`config.mk`:
```
export PLATFORM = sky130hd
export DESIGN_NAME = bus_dma_initiator
export DESIGN_NICKNAME = d
export VERILOG_FILES = /design/src/rtl/bus_dma_initiator.sv
export SDC_FILE = /design/constraint.sdc
export NUM_CORES = 1
export LEC_CHECK = 0
export ABC_CLOCK_PERIOD_IN_PS = 8300
export BUFFER_PORTS_ARGS = -buffer_cell sky130_fd_sc_hd__buf_4
export CAP_MARGIN = 20
export CORE_ASPECT_RATIO = 1.75
export CORE_MARGIN = 5
export CORE_UTILIZATION = 50
export CTS_CLUSTER_SIZE = 10
export DETAILED_ROUTE_END_ITERATION = 16
export PLACE_DENSITY = 0.74
export RECOVER_POWER = 25
export SYNTH_ARGS = -nofsm -noshare
export SYNTH_HDL_FRONTEND = slang
export SYNTH_SLANG_ARGS = --single-unit
```
`constraint.sdc`:
```
create_clock -name clk -period 8.3 [get_ports clk]
set_input_delay 1.245 -clock clk [delete_from_list [all_inputs] [get_ports clk]]
set_output_delay 1.245 -clock clk [all_outputs]
set_load 0.005 [all_outputs]
```
`src/rtl/bus_dma_initiator.sv`:
```
// Single-channel memory-to-memory copy engine acting as a femto bus initiator.
// Each read/write pair moves the widest chunk (4, 2 or 1 bytes) that alignment and remaining count allow.
`ifndef BUS_WIDTH
`define BUS_WIDTH 32
`endif
`ifndef BUS_ACC_WIDTH
`define BUS_ACC_WIDTH 2
`endif
`ifndef BUS_ACC_1B
`define BUS_ACC_1B 2'd0
`endif
`ifndef BUS_ACC_2B
`define BUS_ACC_2B 2'd1
`endif
`ifndef BUS_ACC_4B
`define BUS_ACC_4B 2'd2
`endif

module bus_dma_initiator #(
  parameter int ADDR_WIDTH = 32,
  parameter int LEN_WIDTH  = 16,
  parameter int TIMEOUT    = 255
) (
  input  logic                      clk,
  input  logic                      rst,
  input  logic                      start,
  input  logic [ADDR_WIDTH-1:0]     src,
  input  logic [ADDR_WIDTH-1:0]     dst,
  input  logic [LEN_WIDTH-1:0]      len,
  output logic                      busy,
  output logic                      done,
  output logic                      err,
  output logic [ADDR_WIDTH-1:0]     err_addr,
  output logic [ADDR_WIDTH-1:0]     addr,
  output logic                      w_rb,
  output logic [`BUS_ACC_WIDTH-1:0] acc,
  output logic [`BUS_WIDTH-1:0]     wdata,
  input  logic [`BUS_WIDTH-1:0]     rdata,
  output logic                      req,
  input  logic                      resp,
  input  logic                      fault
);

  localparam int CW = $clog2(TIMEOUT + 1);
  localparam int BW = `BUS_WIDTH;

  typedef enum logic [2:0] {
    S_IDLE, S_RD_REQ, S_RD_WAIT, S_WR_REQ, S_WR_WAIT, S_FIN, S_ERR
  } state_t;

  state_t                  state_r, state_s;
  logic [ADDR_WIDTH-1:0]   src_r, src_s, dst_r, dst_s, src_inc_s, dst_inc_s;
  logic [LEN_WIDTH-1:0]    rem_r, rem_s, rem_dec_s;
  logic [BW-1:0]           buf_r, buf_s;
  logic [CW-1:0]           cnt_r, cnt_s;
  logic [2:0]              wid_r, wid_s, w_s;
  logic                    busy_s, done_s, err_s, w_rb_s, req_s;
  logic [ADDR_WIDTH-1:0]   err_addr_s, addr_s;
  logic [`BUS_ACC_WIDTH-1:0] acc_s;
  logic [BW-1:0]           wdata_s;

  // Widest chunk both addresses are aligned to that still fits in the remaining count
  function automatic logic [2:0] chunk_w(input logic [1:0] s, input logic [1:0] d,
                                         input logic [LEN_WIDTH-1:0] r);
    if ((s == 2'b00) && (d == 2'b00) && (r >= LEN_WIDTH'(4))) return 3'd4;
    else if ((s[0] == 1'b0) && (d[0] == 1'b0) && (r >= LEN_WIDTH'(2))) return 3'd2;
    else return 3'd1;
  endfunction

  function automatic logic [`BUS_ACC_WIDTH-1:0] acc_of(input logic [2:0] w);
    case (w)
      3'd4:    return `BUS_ACC_4B;
      3'd2:    return `BUS_ACC_2B;
      default: return `BUS_ACC_1B;
    endcase
  endfunction

  function automatic logic [BW-1:0] mask_w(input logic [BW-1:0] d, input logic [2:0] w);
    case (w)
      3'd4:    return d;
      3'd2:    return BW'(d[15:0]);
      default: return BW'(d[7:0]);
    endcase
  endfunction

  assign src_inc_s = src_r + ADDR_WIDTH'(wid_r);
  assign dst_inc_s = dst_r + ADDR_WIDTH'(wid_r);
  assign rem_dec_s = rem_r - LEN_WIDTH'(wid_r);

  // Next-state and next-output computation; every output is registered below
  always_comb begin
    state_s = state_r; src_s = src_r; dst_s = dst_r; rem_s = rem_r;
    buf_s = buf_r; cnt_s = cnt_r; wid_s = wid_r; w_s = 3'd1;
    busy_s = busy; done_s = 1'b0; err_s = err; err_addr_s = err_addr;
    addr_s = addr; w_rb_s = w_rb; acc_s = acc; wdata_s = wdata; req_s = 1'b0;
    case (state_r)
      S_IDLE: begin
        if (start) begin
          err_s = 1'b0;
          err_addr_s = '0;
          if (len != LEN_WIDTH'(0)) begin
            w_s = chunk_w(src[1:0], dst[1:0], len);
            src_s = src; dst_s = dst; rem_s = len; wid_s = w_s; busy_s = 1'b1;
            req_s = 1'b1; w_rb_s = 1'b0; addr_s = src; acc_s = acc_of(w_s);
            state_s = S_RD_REQ;
          end else begin
            done_s = 1'b1;
            state_s = S_FIN;
          end
        end else begin
          state_s = S_IDLE;
        end
      end
      S_RD_REQ, S_WR_REQ: begin
        if (fault) begin
          err_s = 1'b1; err_addr_s = addr; done_s = 1'b1; busy_s = 1'b0;
          state_s = S_ERR;
        end else begin
          cnt_s = '0;
          state_s = (state_r == S_RD_REQ) ? S_RD_WAIT : S_WR_WAIT;
        end
      end
      S_RD_WAIT, S_WR_WAIT: begin
        if (resp && (state_r == S_RD_WAIT)) begin
          buf_s = mask_w(rdata, wid_r);
          req_s = 1'b1; w_rb_s = 1'b1; addr_s = dst_r; wdata_s = buf_s;
          state_s = S_WR_REQ;
        end else if (resp) begin
          src_s = src_inc_s; dst_s = dst_inc_s; rem_s = rem_dec_s;
          if (rem_dec_s == LEN_WIDTH'(0)) begin
            done_s = 1'b1; busy_s = 1'b0;
            state_s = S_FIN;
          end else begin
            // Width of the next pair follows the advanced pointers
            w_s = chunk_w(src_inc_s[1:0], dst_inc_s[1:0], rem_dec_s);
            wid_s = w_s;
            req_s = 1'b1; w_rb_s = 1'b0; addr_s = src_inc_s; acc_s = acc_of(w_s);
            state_s = S_RD_REQ;
          end
        end else if ((cnt_r + CW'(1)) == CW'(TIMEOUT)) begin
          err_s = 1'b1; err_addr_s = addr; done_s = 1'b1; busy_s = 1'b0;
          state_s = S_ERR;
        end else begin
          cnt_s = cnt_r + CW'(1);
        end
      end
      S_FIN, S_ERR: state_s = S_IDLE;
      default:      state_s = S_IDLE;
    endcase
  end

  // State, datapath and output registers
  always_ff @(posedge clk or posedge rst) begin
    if (rst) begin
      state_r <= S_IDLE; src_r <= '0; dst_r <= '0; rem_r <= '0; buf_r <= '0;
      cnt_r <= '0; wid_r <= 3'd1;
      busy <= 1'b0; done <= 1'b0; err <= 1'b0; err_addr <= '0; addr <= '0;
      w_rb <= 1'b0; acc <= `BUS_ACC_1B; wdata <= '0; req <= 1'b0;
    end else begin
      state_r <= state_s; src_r <= src_s; dst_r <= dst_s; rem_r <= rem_s; buf_r <= buf_s;
      cnt_r <= cnt_s; wid_r <= wid_s;
      busy <= busy_s; done <= done_s; err <= err_s; err_addr <= err_addr_s; addr <= addr_s;
      w_rb <= w_rb_s; acc <= acc_s; wdata <= wdata_s; req <= req_s;
    end
  end

endmodule

```
==> key figures <==
Run
  – Max Cap Viol: 0

Worst setup path
  – Worst Path Arrival: 4.33 ns
  – Kind of critical path: reg2reg
  – Worst Setup SP: wid_r[0]
  – Critical path cell sequence: ha_1 -> inv_1 -> fa_1 -> and2_1 -> or3_1 -> o31a_1 -> or4_4 -> nor4_4 -> o21ai_2 -> buf_4 -> mux2i_1
  – CP peak stage delay: 0.62 ns
  – CP bufs+invs: 2
  – Critical path's slowest cell: dfstp_2
  – Crit path required time: 8.60 ns
  – CP Launch Type: flop
  – Worst r2r src: wid_r[0]
  – CP Capture Type: flop
  – Critical path's top delay family: simple AND/OR/NAND/NOR gates
  – Crit-path max FO: 24

Synth
  – Top_reg_cell synth: dfrtp_1
  – Number of enable flip-flop cells after synthesis: 0
  – Syn avg cell area: 8.994 sq um
  – Synth Net Count: 1,335
  – Async set-or-reset flop fraction in the synthesized netlist: 100.0%
  – Synth Area in XOR/XNOR: 2.914%
  – Post-Syn Instances: 1,203
  – Synth Area in Compound Gates: 25.44%
  – Adder-Cell Fraction of Synth Area: 1.943%
  – Warnings, synthesis: 0
  – Synth Cell Area: 0.01082 sq mm
  – Largest family of logic cells by synthesized area: compound AO/OA/AOI/OAI gates
  – Simple-Gate Fraction of Synth Area: 16.89%
  – Yosys reg bits: 195
  – Yosys cell types: 71
  – Seq/Total Area, Yosys: 45.11%
  – Mux share of post-synthesis cell area: 2.787%

Finish
  – Final #Nets: 1,506
  – Leading cell types in the layout, fill and taps excluded: 231 x buf_4, 194 x dfrtp_1, 135 x nand2_1
  – Share of post-route cells with drive strength above 1: 20.27%
  – Antenna diodes: 0
  – Area delta synth->final: 22.32%
  – Most common cell after layout, fill and taps aside: buf_4
  – Final Core Density: 61.82%

Routing
  – Via count: 10,120
  – Drt total wl: 32,650 microns
  – Mean routed wirelength per cell: 19.46 microns
  – DRC Markers: 0
  – First DRT Iteration DRCs: 781
  – First-pass iteration count of the detailed router: 7
  – ANT nets after route: 0
  – Via density: 6.031

STA
  – Final setup viols: 0
  – Hold slack: 0.4774 ns
  – RSZ-0062 raised after global routing: no
  – Final setup TNS: 0 ns
  – Clk_skew: 0.01866 ns
  – Slew @ Worst Pin: 1.102 ns
  – Max-slew violation count: 0
  – Fin crit period: 4.032 ns
  – Highest Clock Rate: 248.0 MHz
  – Rel. slew slack: 26.55%
  – Hold Vio Cnt, Final: 0
  – Fin crit share: 48.58%

GRT
  – Remaining Overflow, GRT: 0
  – Largest net degree at the start of global routing: 139
  – Global-route wire length before repair: 51,360 microns
  – Vias in the first global route: 9,567
  – Initial antenna violation count: 0
  – Global Route Usage Sum: 25.91%

Floorplan
  – Die ar.: 0.02480 sq mm
  – Initial core utilization: 50.54%
  – Die span in y: 204.6 microns
  – CORE AREA: 0.02141 sq mm
  – Boundary Pins: 220
  – Die Wd: 121.2 microns
  – Number of cell rows: 71

Clock tree
  – CTS Buf Count: 17
  – Resize count post-CTS: 0
  – # hold bufs at CTS: 0
  – CTS tree: yes
  – Post-CTS setup buffers: 0
  – H-tree levels: 4
  – Largest buffer count on any clock path: 2
  – Clk slew on worst S/H paths: 0.07 ns
  – CTS Sinks: 195
  – CTS Root Cell: clkbuf_16
  – Clk Latency, worst-skew pair: 0.45 ns

Hold path
  – Hold Path Class: reg2reg
  – Hold_sp: wdata[3]

Power
  – Cell Pwr Density: 418.8 mW/mm^2
  – Worst VDD drop: 0.2266 mV
  – LEAKAGE: 5.993 nW

Outcome
  – Status: finished clean

Place
  – Port Buf Inserts: 219
  – Detail Placement HPWL: 23,730 microns
  – RD Place Congestion: 0.9487
## synthesized netlist by cell type, drive strengths merged (4+ instances only)
library cell	count	area, sq um
a211oi	8	70.06
a21o	10	75.07
a21oi	101	505.5
a222oi	22	220.2
a22o	60	525.5
a22oi	9	67.56
a2bb2oi	7	61.31
a31oi	14	87.58
a32oi	5	43.79
and2	6	37.54
and3	16	100.1
buf	13	73.82
clkbuf	68	255.2
dfrtp	194	4855
ha	12	150.1
inv	54	202.7
mux2i	29	290.3
nand2	135	506.7
nand2b	7	43.79
nand3	36	180.2
nand4	12	75.07
nor2	84	315.3
nor2b	8	50.05
nor3	27	135.1
nor4	19	133.9
o211ai	12	90.09
o21a	7	52.55
o21ai	89	449.2
o22a	7	61.31
o22ai	26	162.7
o31a	4	35.03
o31ai	5	37.54
or3	8	50.05
or4	11	90.08
xnor2	20	175.2
xor2	16	140.1
## report_power, final
part           leakage [nW]  internal, mW  switching [mW]
Clock                 0.286         0.463           0.371
Sequential             2.42          1.36           0.472
Combinational          3.29          1.20            1.68
## sequential cells by signal, summed over array words and instances (netlist names)
| name | cells |
|---|---|
| addr | 32 |
| err_addr | 32 |
| w_rb | 1 |
| done | 1 |
| state_r | 3 |
| dst_r | 32 |
| err | 1 |
| src_r | 32 |
| busy | 1 |
| rem_r | 16 |
| wdata | 32 |
| cnt_r | 8 |
| wid_r | 3 |
| req | 1 |
## worst paths after layout
path / cells after the start / slack (ns) / end
min: 2 / 0.48 / wdata[3]
max: 11 / 4.27 / addr[0]
min in group asynchronous: 2 / 0.97 / done
max in group asynchronous: 3 / 6.02 / wdata[2]
max reg2reg: 11 / 4.27 / addr[0]
min reg2reg: 2 / 0.48 / wdata[3]
## logic make-up (layout without fill, tap and decap cells)
kind of cell    count (synthesis)  in the layout
mux                            30             30
simple gates                  383            383
compound gates                409            409
fa+ha+maj                      15             15
flops                         195            195
xor+xnor                       36             36
buf+inv                       135            318
## layer usage
metal	track usage (%)	vias up	share of wire [%]
li1	-	4792	-
met1	33.75	4844	41
met2	43.15	424	49
met3	3.867	60	6.8
met4	10.70	0	3.4
met5	0	-	0
## area by class of cell
| cell class | count | area (sq um) |
|---|---|---|
| fillers | 1911 | 8174 |
| multi-input cells | 873 | 5455 |
| flip-flops and latches | 195 | 4881 |
| repair buffers | 233 | 1742 |
| clock buffers | 22 | 464.2 |
| well taps | 292 | 365.4 |
| inverters | 54 | 210.2 |
| clock inverters | 9 | 117.6 |
## tightest hold or removal path: stages, from the launching register on
cell and delay (ns):
dfrtp_1 0.34, nand2_1 0.05, nand2_1 0.06
## metrics by stage
step / setup slack [ns] / instances / power, mW / area (sq um)
floorplan: 1.744 / 1203 / 3.711 / 10820
global placement: 4.316 / 1647 / 4.621 / 12660
detailed placement: 4.262 / 1647 / 4.696 / 12660
CTS: 4.248 / 1678 / 5.538 / 13240
global route: 3.986 / 1678 / 5.956 / 13240
finish: 4.268 / 1678 / 5.543 / 13240
(Power assumes the default switching activity.)
